## config.mk

```make
export PLATFORM = sky130hd
export DESIGN_NAME = uart_tx_arbiter
export DESIGN_NICKNAME = d
export VERILOG_FILES = /design/src/rtl/uart_pkg.sv /design/src/rtl/byte_fifo.sv /design/src/rtl/uart_tx_arbiter.sv
export SDC_FILE = /design/constraint.sdc
export NUM_CORES = 1
export LEC_CHECK = 0
export CORE_ASPECT_RATIO = 1.75
export CORE_MARGIN = 2
export CORE_UTILIZATION = 65
export CTS_CLUSTER_SIZE = 30
export DETAILED_ROUTE_END_ITERATION = 16
export DONT_BUFFER_PORTS = 1
export GPL_TIMING_DRIVEN = 1
export PLACE_DENSITY = 0.81
export SKIP_LAST_GASP = 1
export SLEW_MARGIN = 30
export SYNTH_ARGS = -nofsm -noshare
export SYNTH_HDL_FRONTEND = slang
export SYNTH_SLANG_ARGS = --single-unit
```

## constraint.sdc

```tcl
create_clock -name clock -period 5.83 [get_ports clock]
set_input_delay 1.166 -clock clock [delete_from_list [all_inputs] [get_ports clock]]
set_output_delay 1.166 -clock clock [all_outputs]
set_load 0.03 [all_outputs]
```

## src/rtl/uart_pkg.sv

```systemverilog
`default_nettype none
// ============================================================================
//  Module      : uart_pkg
//  Description : Shared byte width and scheduler state type for the UART
//                transmit arbiter.
//  Revision    : 1.0 - initial release
// ============================================================================
package uart_pkg;

    localparam int UART_BYTE_W = 8;

    typedef enum logic [1:0] {
        IDLE      = 2'd0,
        START     = 2'd1,
        WAIT_ACK  = 2'd2,
        WAIT_DONE = 2'd3
    } sched_state_t;

endpackage
`default_nettype wire

```

## src/rtl/byte_fifo.sv

```systemverilog
`default_nettype none
// ============================================================================
//  Module      : byte_fifo
//  Description : Circular byte FIFO with registered empty/full flags and a
//                sticky overflow flag for pushes that arrive while full.
//  Revision    : 1.0 - initial release
// ============================================================================
module byte_fifo
    import uart_pkg::*;
#(
    parameter int DEPTH = 16
) (
    input  logic                   clock,
    input  logic                   reset,
    input  logic                   push,
    input  logic [UART_BYTE_W-1:0] push_data,
    input  logic                   pop,
    output logic [UART_BYTE_W-1:0] pop_data,
    output logic                   empty,
    output logic                   full,
    output logic                   overflow
);

    localparam int c_PTR_W = $clog2(DEPTH);
    localparam int c_CNT_W = c_PTR_W + 1;

    logic [UART_BYTE_W-1:0] r_mem [DEPTH];
    logic [c_PTR_W-1:0]     r_wr_ptr;
    logic [c_PTR_W-1:0]     r_rd_ptr;
    logic [c_CNT_W-1:0]     r_count;
    logic                   r_empty;
    logic                   r_full;
    logic                   r_overflow;

    logic                   w_do_push;
    logic                   w_do_pop;
    logic [c_CNT_W-1:0]     w_count_next;

    // A push is judged against the full flag before any same-cycle pop.
    assign w_do_push    = push && !r_full;
    assign w_do_pop     = pop && !r_empty;
    assign w_count_next = r_count + {{(c_CNT_W-1){1'b0}}, w_do_push}
                                  - {{(c_CNT_W-1){1'b0}}, w_do_pop};

    always_ff @(posedge clock) begin
        if (w_do_push) begin
            r_mem[r_wr_ptr] <= push_data;
        end
    end

    always_ff @(posedge clock) begin
        if (reset) begin
            r_wr_ptr   <= '0;
            r_rd_ptr   <= '0;
            r_count    <= '0;
            r_empty    <= 1'b1;
            r_full     <= 1'b0;
            r_overflow <= 1'b0;
        end else begin
            if (w_do_push) begin
                r_wr_ptr <= r_wr_ptr + 1'b1;
            end
            if (w_do_pop) begin
                r_rd_ptr <= r_rd_ptr + 1'b1;
            end
            r_count <= w_count_next;
            r_empty <= (w_count_next == '0);
            r_full  <= (w_count_next == c_CNT_W'(DEPTH));
            if (push && r_full) begin
                r_overflow <= 1'b1;
            end
        end
    end

    assign pop_data = r_mem[r_rd_ptr];
    assign empty    = r_empty;
    assign full     = r_full;
    assign overflow = r_overflow;

endmodule
`default_nettype wire

```

## src/rtl/uart_tx_arbiter.sv

```systemverilog
`default_nettype none
// ============================================================================
//  Module      : uart_tx_arbiter
//  Description : Round-robin sharing of one UartTx between two byte producers,
//                each buffered by a private byte FIFO.
//  Revision    : 1.0 - initial release
// ============================================================================
module uart_tx_arbiter
    import uart_pkg::*;
#(
    parameter int DEPTH = 16
) (
    input  logic                   clock,
    input  logic                   reset,
    input  logic                   req0_start,
    input  logic [UART_BYTE_W-1:0] req0_data,
    output logic                   req0_full,
    output logic                   req0_overflow,
    input  logic                   req1_start,
    input  logic [UART_BYTE_W-1:0] req1_data,
    output logic                   req1_full,
    output logic                   req1_overflow,
    output logic                   tx_start,
    output logic [UART_BYTE_W-1:0] sdata,
    input  logic                   tx_busy
);

    sched_state_t           r_state;
    logic                   r_last_grant;
    logic                   r_tx_start;
    logic [UART_BYTE_W-1:0] r_sdata;

    logic                   w_empty0;
    logic                   w_empty1;
    logic [UART_BYTE_W-1:0] w_head0;
    logic [UART_BYTE_W-1:0] w_head1;
    logic                   w_any;
    logic                   w_grant;
    logic                   w_pop0;
    logic                   w_pop1;

    byte_fifo #(.DEPTH(DEPTH)) u_fifo0 (
        .clock     (clock),
        .reset     (reset),
        .push      (req0_start),
        .push_data (req0_data),
        .pop       (w_pop0),
        .pop_data  (w_head0),
        .empty     (w_empty0),
        .full      (req0_full),
        .overflow  (req0_overflow)
    );

    byte_fifo #(.DEPTH(DEPTH)) u_fifo1 (
        .clock     (clock),
        .reset     (reset),
        .push      (req1_start),
        .push_data (req1_data),
        .pop       (w_pop1),
        .pop_data  (w_head1),
        .empty     (w_empty1),
        .full      (req1_full),
        .overflow  (req1_overflow)
    );

    // Under contention the requester not served last wins; otherwise the
    // only non-empty FIFO is taken.
    always_comb begin
        w_any   = !w_empty0 || !w_empty1;
        w_grant = (!w_empty0 && !w_empty1) ? ~r_last_grant : w_empty0;
        w_pop0  = (r_state == IDLE) && w_any && !w_grant;
        w_pop1  = (r_state == IDLE) && w_any && w_grant;
    end

    always_ff @(posedge clock) begin
        if (reset) begin
            r_state      <= IDLE;
            r_last_grant <= 1'b1;
            r_tx_start   <= 1'b0;
            r_sdata      <= '0;
        end else begin
            case (r_state)
                IDLE: begin
                    if (w_any) begin
                        r_sdata      <= w_grant ? w_head1 : w_head0;
                        r_last_grant <= w_grant;
                        r_tx_start   <= 1'b1;
                        r_state      <= START;
                    end
                end
                START: begin
                    r_tx_start <= 1'b0;
                    r_state    <= WAIT_ACK;
                end
                WAIT_ACK: begin
                    if (tx_busy) begin
                        r_state <= WAIT_DONE;
                    end
                end
                WAIT_DONE: begin
                    if (!tx_busy) begin
                        r_state <= IDLE;
                    end
                end
                default: begin
                    r_tx_start <= 1'b0;
                    r_state    <= IDLE;
                end
            endcase
        end
    end

    assign tx_start = r_tx_start;
    assign sdata    = r_sdata;

endmodule
`default_nettype wire
```

* Word-level counts from Yosys, hierarchy flattened
Memory sizes are Yosys's and may differ from the RTL's. A register that Yosys moved wholly into a read port is not among the register bits.
Index checks and enable logic that the tools add are counted.
** Storage, ports and cells
- Flip-flop bits (word level) :: 44
- Bits in writable memories :: 256
- Input bits :: 21
- Output and inout bits :: 13
- Word-level logic and storage cells :: 74
- Memories kept :: 2
** Operators by class
- Add/sub/neg operators :: 8
- Eq/ne operators :: 8
- Multiplexer cells :: 16
- Bitwise gates (word level) :: 1
- Reduce and logical (&&, ||, !) cells :: 23
** Memories
- u_fifo0.r_mem :: words 16, bits a word 8, rd ports 1, clocked after memory_dff 1, wr ports 1, RTL line byte_fifo.sv:27 : logic [UART_BYTE_W-1:0] r_mem [DEPTH];
- u_fifo1.r_mem :: words 16, bits a word 8, rd ports 1, clocked after memory_dff 1, wr ports 1, RTL line byte_fifo.sv:27
** Operator list (count)
- 4-bit by 1-bit adder with 4-bit output, second input constant :: 4
- 4-bit two-way mux :: 4
- 5-bit by 1-bit adder with 5-bit output :: 2
- 5-bit equality test, second input constant :: 2
- 1-bit logical AND :: 10
- 5-bit logical NOT :: 2
- 5-bit by 1-bit subtractor with 5-bit output :: 2
- 8-bit two-way mux :: 1
- 2-bit one-hot mux with 4 select lines :: 1
- 1-bit two-way mux :: 6
- 2-bit two-way mux :: 3
- 2-bit inequality test, second input constant :: 3
- 1-bit logical NOT :: 5
- 2-bit equality test, second input constant :: 2
- 2-bit AND reduction :: 2
- 3-bit AND reduction :: 1
- 2-bit by 1-bit equality test with 1-bit output, second input constant :: 1
- 2-bit logical NOT :: 1
- 1-bit one-hot mux with 2 select lines :: 1
- 2-bit nonzero test :: 1
- 1-bit logical OR :: 1
- 1-bit inverter :: 1

* Depth between registers and ports, before layout
- Word-level depth :: 8
- Gate-level depth with buffers :: 14
- Mapped depth without buffers :: 14

* Cells and area by module
From an unflattened synthesis, not the netlist that was laid out.
** Second synthesis, totals
- Cell total of the unflattened synthesis :: 688
- Area total of the unflattened synthesis :: 12300.5 µm²
** Modules (own cells, without submodules)
- byte_fifo :: times used 2, cells each 314, area each 5846.9 µm²
- uart_tx_arbiter :: times used 1, cells each 60, area each 606.8 µm²

* Worst setup path before layout
No wires, ideal clock.
- Kind :: input port to flip-flop
- Start :: input req1_start
- End :: register u_fifo1.r_full (netlist: u_fifo1.full)
- Library setup time :: 115 ps
- Arrival :: 2808 ps
- Setup slack :: 2907 ps
- Cell stages on the path :: 9
- Cells stage by stage :: nor2b_1 clkbuf_1 ha_1 fa_1 a21o_1 a21oi_1 xnor2_1 nor2_1 and2_1
** On the way
- Longest elaborated chain between the ends :: 4
** RTL lines
- start: declaration :: RTL line uart_tx_arbiter.sv:19 : input logic req1_start,
- 1-bit logical AND :: RTL line byte_fifo.sv:40 : assign w_do_push = push && !r_full;
- named net u_fifo1.w_do_push :: RTL line byte_fifo.sv:35 : logic w_do_push;
- 5-bit by 1-bit adder with 5-bit output :: RTL line byte_fifo.sv:42 : assign w_count_next = r_count + {{(c_CNT_W-1){1'b0}}, w_do_push}
- 5-bit by 1-bit subtractor with 5-bit output :: RTL line byte_fifo.sv:43 : - {{(c_CNT_W-1){1'b0}}, w_do_pop};
- 5-bit equality test :: RTL line byte_fifo.sv:68 : r_full <= (w_count_next == c_CNT_W'(DEPTH));
- end signal: assignment :: RTL line byte_fifo.sv:68
- end: declaration :: RTL line byte_fifo.sv:32 : logic r_full;
The timed path passes the listed nets, and every way through them passes these cells.
A chain may end at the register's enable or synchronous reset.

* Final worst setup path
- Start :: register r_state[0]
- End :: register u_fifo0.r_full (netlist: u_fifo0.full)
** On the way
- Longest elaborated chain between the ends :: 6
** RTL lines
- start: declaration :: RTL line uart_tx_arbiter.sv:28 : sched_state_t r_state;
- start signal: assignment :: RTL line uart_tx_arbiter.sv:77 : r_state <= IDLE;
- start signal: assignment :: RTL line uart_tx_arbiter.sv:88 : r_state <= START;
- start signal: assignment :: RTL line uart_tx_arbiter.sv:93 : r_state <= WAIT_ACK;
- 2-bit logical NOT :: RTL line uart_tx_arbiter.sv:71 : w_pop0 = (r_state == IDLE) && w_any && !w_grant;
- 1-bit logical AND (2 in a row) :: RTL line uart_tx_arbiter.sv:71
- 1-bit logical AND :: RTL line byte_fifo.sv:41 : assign w_do_pop = pop && !r_empty;
- 5-bit by 1-bit subtractor with 5-bit output :: RTL line byte_fifo.sv:43
- 5-bit equality test :: RTL line byte_fifo.sv:68
- end signal: assignment :: RTL line byte_fifo.sv:68
- end: declaration :: RTL line byte_fifo.sv:32
No other way between the ends.

==> Implementation_results.wiki <==
{| class="wikitable"
! Metric !! Value
|-
| Result of the run || completed
|-
| Avg Synthesized Cell Area || 17.5 sq um
|-
| Relative area change from synthesis to final layout || 9.52%
|-
| Power density over cell area || about 430 nW/um^2
|-
| Count of standard-cell rows || 66
|-
| Kind of end point of the critical path || flop
|-
| Final routed DRC violation total || 0
|-
| Number of flops mapped to enable cells by yosys || 256
|-
| Number of diodes added for antenna fixing || 0
|-
| Number of nets in the synthesized netlist || 746
|-
| HPWL after detailed placement || roughly 16 mm
|-
| Post-Synth Simple-Gate Area || 0.0569
|-
| Maximum resistive drop on vdd || around 320 uV
|-
| Post-synthesis mux area share || 0.139
|-
| Area of the placeable core || 18500 sq um
|-
| CTS tree || yes
|-
| Fraction of the mapped netlist area in adder cells || 0.0279
|-
| Class of the worst hold path || reg2reg
|-
| Hold buffer count at cts || 0
|-
| Compound-Gate Fraction of Synth Area || 0.0280
|-
| Clock-pin slew reported for the worst setup and hold paths after clock tree synthesis || 0.07 ns
|-
| Total of warnings raised by yosys || 0
|-
| Post-CTS Setup Inserts || 0
|-
| Share of the synthesized netlist area taken by xor and xnor gates || 0.0143
|-
| GPL Wtd Cong || 0.912
|-
| DRT iter0 DRCs || 473
|-
| Async S/R FF share, synth || 0
|-
| Number of filler instances in the final layout || 1093
|-
| Die X || between 100 and 150 microns
|-
| Aggregate negative setup slack || 0 ns
|-
| Hold Vio Cnt, Final || 0
|-
| Max Cap Viol || 0
|-
| Worst slew margin relative to its limit || 0.373
|-
| Highest clock rate || 332 MHz
|-
| Number of search-and-repair iterations in the first detailed-routing pass || 7
|-
| Setup repair after global routing missed its margin || no
|-
| Cell count after synthesis || 699
|-
| Commonest register cell after synthesis || sky130_fd_sc_hd__edfxtp_1
|-
| Initial core utilization || 0.660
|-
| Via-per-instance ratio || 6.33
|-
| Sequential-to-total area share from yosys stat || 0.714
|-
| Vias in the first global route || ~6500
|-
| Critical Path Start Type || flop
|-
| Clock latency reported for the late side of the worst-skew pair || 0.56 ns
|-
| GRT Overall Usage || 0.250
|-
| Biggest fanout along the worst timing path || 6
|-
| Residual antenna-violating net count after detailed routing || 0
|-
| Total power || 5.77 mW
|-
| Measured slew at the worst slew-check pin || 0.937 ns
|-
| H-Tree Depth || 1
|-
| Combined area of all synthesized cells || 12200 sq um
|-
| Via count || between 6000 and 7000
|-
| Leakage power of the design || between 4 and 5 nW
|-
| Register bit total from synthesis || 308
|-
| Clock sink count || around 310
|-
| Total gr overflow || 0
|-
| IO Port Bufs || 0
|-
| Worst Path Required || 6.27 ns
|-
| Maximum buffer depth of the clock tree || 3
|-
| Final min period || a little over 3 ns
|-
| Number of buffers inserted during clock tree synthesis || 26
|-
| Global-route wire length before repair || 36.7 mm
|-
| Largest net degree at the start of global routing || 52
|-
| I/O pin total || 34
|-
| Largest family of logic cells by synthesized area || multiplexers
|-
| Root cell of the clock tree || sky130_fd_sc_hd__clkbuf_16
|-
| Final net count || 746
|-
| Number of endpoints failing setup at the final stage || 0
|-
| Count of distinct cell types in the synthesized netlist || 43
|-
| Die footprint || between 15000 and 20000 sq um
|-
| Startpoint-to-endpoint class of the critical path || reg2reg
|-
| Final period util || 0.517
|-
| Share of final-layout standard cells stronger than drive strength 1 || 0.175
|-
| Total of cells resized after clock tree synthesis || 0
|-
| Max-slew violation count || 0
|-
| Initial antenna violation count || 0
|-
| Total detailed-routing wirelength || 23.8 mm
|-
| Y dimension of the die || 185 microns
|-
| Clock tree skew after final layout || 0.0387 ns
|-
| Wirelength per Cell || 24.9 microns
|-
| Data arrival time at the worst-slack endpoint || 3.46 ns
|}
synthesized netlist by cell type (7+ instances only):
cell,instances,area (sq um)
sky130_fd_sc_hd__edfxtp_1,256,7690
sky130_fd_sc_hd__nor2_1,62,233
sky130_fd_sc_hd__mux4_2,57,1280
sky130_fd_sc_hd__dfxtp_1,52,1040
sky130_fd_sc_hd__mux2i_1,30,300
sky130_fd_sc_hd__nand2_1,30,113
sky130_fd_sc_hd__ha_1,24,300
sky130_fd_sc_hd__inv_1,18,67.6
sky130_fd_sc_hd__nor2b_1,18,113
sky130_fd_sc_hd__clkbuf_1,15,56.3
sky130_fd_sc_hd__a21oi_1,11,55.1
sky130_fd_sc_hd__buf_2,11,55.1
sky130_fd_sc_hd__mux2_2,10,113
sky130_fd_sc_hd__nor3_1,10,50.1
sky130_fd_sc_hd__xnor2_1,10,87.6
sky130_fd_sc_hd__xor2_1,10,87.6
sky130_fd_sc_hd__a31oi_1,9,56.3
sky130_fd_sc_hd__a221oi_1,7,61.3
sky130_fd_sc_hd__nand2b_1,7,43.8
final timing paths:
kind / start / to / slack [ns] / cells past startpoint
setup / recovery: r_state[0]$_SDFFE_PP0P_ / u_fifo0.full$_SDFF_PP0_ / 2.81 / 12
setup reg to reg: r_state[0]$_SDFFE_PP0P_ / u_fifo0.full$_SDFF_PP0_ / 2.81 / 12
hold / removal: r_last_grant$_SDFFE_PP1N_ / r_last_grant$_SDFFE_PP1N_ / 0.51 / 1
hold reg to reg: r_last_grant$_SDFFE_PP1N_ / r_last_grant$_SDFFE_PP1N_ / 0.51 / 1
cell usage in the layout (no fill, tap or decap), types with 3 or more instances in the layout:
cell,Yosys,layout
sky130_fd_sc_hd__edfxtp_1,256,256
sky130_fd_sc_hd__nor2_1,62,62
sky130_fd_sc_hd__mux4_2,57,57
sky130_fd_sc_hd__dfxtp_1,52,51
sky130_fd_sc_hd__nand2_1,30,30
sky130_fd_sc_hd__mux2i_1,30,30
sky130_fd_sc_hd__clkbuf_16,0,26
sky130_fd_sc_hd__ha_1,24,24
sky130_fd_sc_hd__nor2b_1,18,18
sky130_fd_sc_hd__inv_1,18,18
sky130_fd_sc_hd__a21oi_1,11,11
sky130_fd_sc_hd__xor2_1,10,10
sky130_fd_sc_hd__xnor2_1,10,10
sky130_fd_sc_hd__mux2_2,10,10
sky130_fd_sc_hd__a31oi_1,9,9
sky130_fd_sc_hd__nor3_2,0,8
sky130_fd_sc_hd__nand2b_1,7,7
sky130_fd_sc_hd__a221oi_1,7,7
sky130_fd_sc_hd__bufinv_16,0,6
sky130_fd_sc_hd__buf_4,4,6
sky130_fd_sc_hd__nand3b_1,5,5
sky130_fd_sc_hd__nand4_1,5,5
sky130_fd_sc_hd__o22a_1,5,5
sky130_fd_sc_hd__a21o_1,5,5
sky130_fd_sc_hd__clkinv_2,0,5
sky130_fd_sc_hd__nand3_1,3,3
sky130_fd_sc_hd__clkbuf_1,15,3
sky130_fd_sc_hd__clkbuf_8,0,3
registers in the layout (all words and copies together), names as in the netlist, 4 cells and up, named ones only:
| register | count |
|---|---|
| u_fifo1.r_count | 5 |
| u_fifo0.r_count | 5 |
| u_fifo0.r_rd_ptr | 4 |
| u_fifo0.r_mem | 128 |
| u_fifo1.r_mem | 128 |
| sdata | 8 |
| u_fifo1.r_rd_ptr | 4 |
| u_fifo0.r_wr_ptr | 4 |
| u_fifo1.r_wr_ptr | 4 |
cell type report:
| cell class | count | area, sq um | share of cell area |
|---|---|---|---|
| Timing Repair Buffer | 6 | 45.0 | 0.00337 |
| Tap cell | 238 | 298 | 0.0223 |
| Inverter | 18 | 67.6 | 0.00505 |
| Multi-Input combinational cell | 339 | 3290 | 0.246 |
| Clock inverter | 16 | 243 | 0.0181 |
| Clock buffer | 32 | 703 | 0.0526 |
| Sequential cell | 308 | 8730 | 0.652 |
cell families (layout without fill, tap and decap cells):
logic type	count (synthesis)	after routing
simple gates	148	148
flops	308	308
xor+xnor	20	20
buf+inv	52	72
compound gates	48	48
mux	97	97
fa+ha+maj	26	26
worst max-delay path, cell delays in order, from the launching register on:
cell	delay, ns
sky130_fd_sc_hd__dfxtp_1	0.33
sky130_fd_sc_hd__inv_1	0.12
sky130_fd_sc_hd__ha_1	0.23
sky130_fd_sc_hd__and2b_1	0.17
sky130_fd_sc_hd__nor2b_1	0.42
sky130_fd_sc_hd__nand2b_1	0.17
sky130_fd_sc_hd__nand2_1	0.10
sky130_fd_sc_hd__ha_1	0.16
sky130_fd_sc_hd__inv_1	0.06
sky130_fd_sc_hd__fa_1	0.43
sky130_fd_sc_hd__xnor2_1	0.16
sky130_fd_sc_hd__nor4b_1	0.35
sky130_fd_sc_hd__nor3b_1	0.23
stage by stage:
stage          hold WS [ns]  utilization  std cells  setup WS, ns  instance area [sq um]
2_1_floorplan         0.469            -        699          2.91                  12200
3_3_place_gp          0.481        0.670        909          2.51                  12400
3_5_place_dp          0.491        0.672        909          2.50                  12400
4_1_cts               0.514        0.723        957          2.82                  13400
5_1_grt               0.545        0.723        957          2.56                  13400
6_report              0.513        0.723        957          2.81                  13400
layer usage:
layer  wire (microns)  GRT usage
met4              679     0.0815
met5                0          0
met3             1300     0.0380
met1             8100      0.277
met2            13700      0.481
power by group:
part           leakage (nW)  internal, mW  switching [mW]
registers              2.74          2.55           0.178
logic                  1.10         0.542           0.618
clock network         0.464          1.13           0.756
total                  4.30          4.22            1.55
Power figures use the tool's default switching activity.
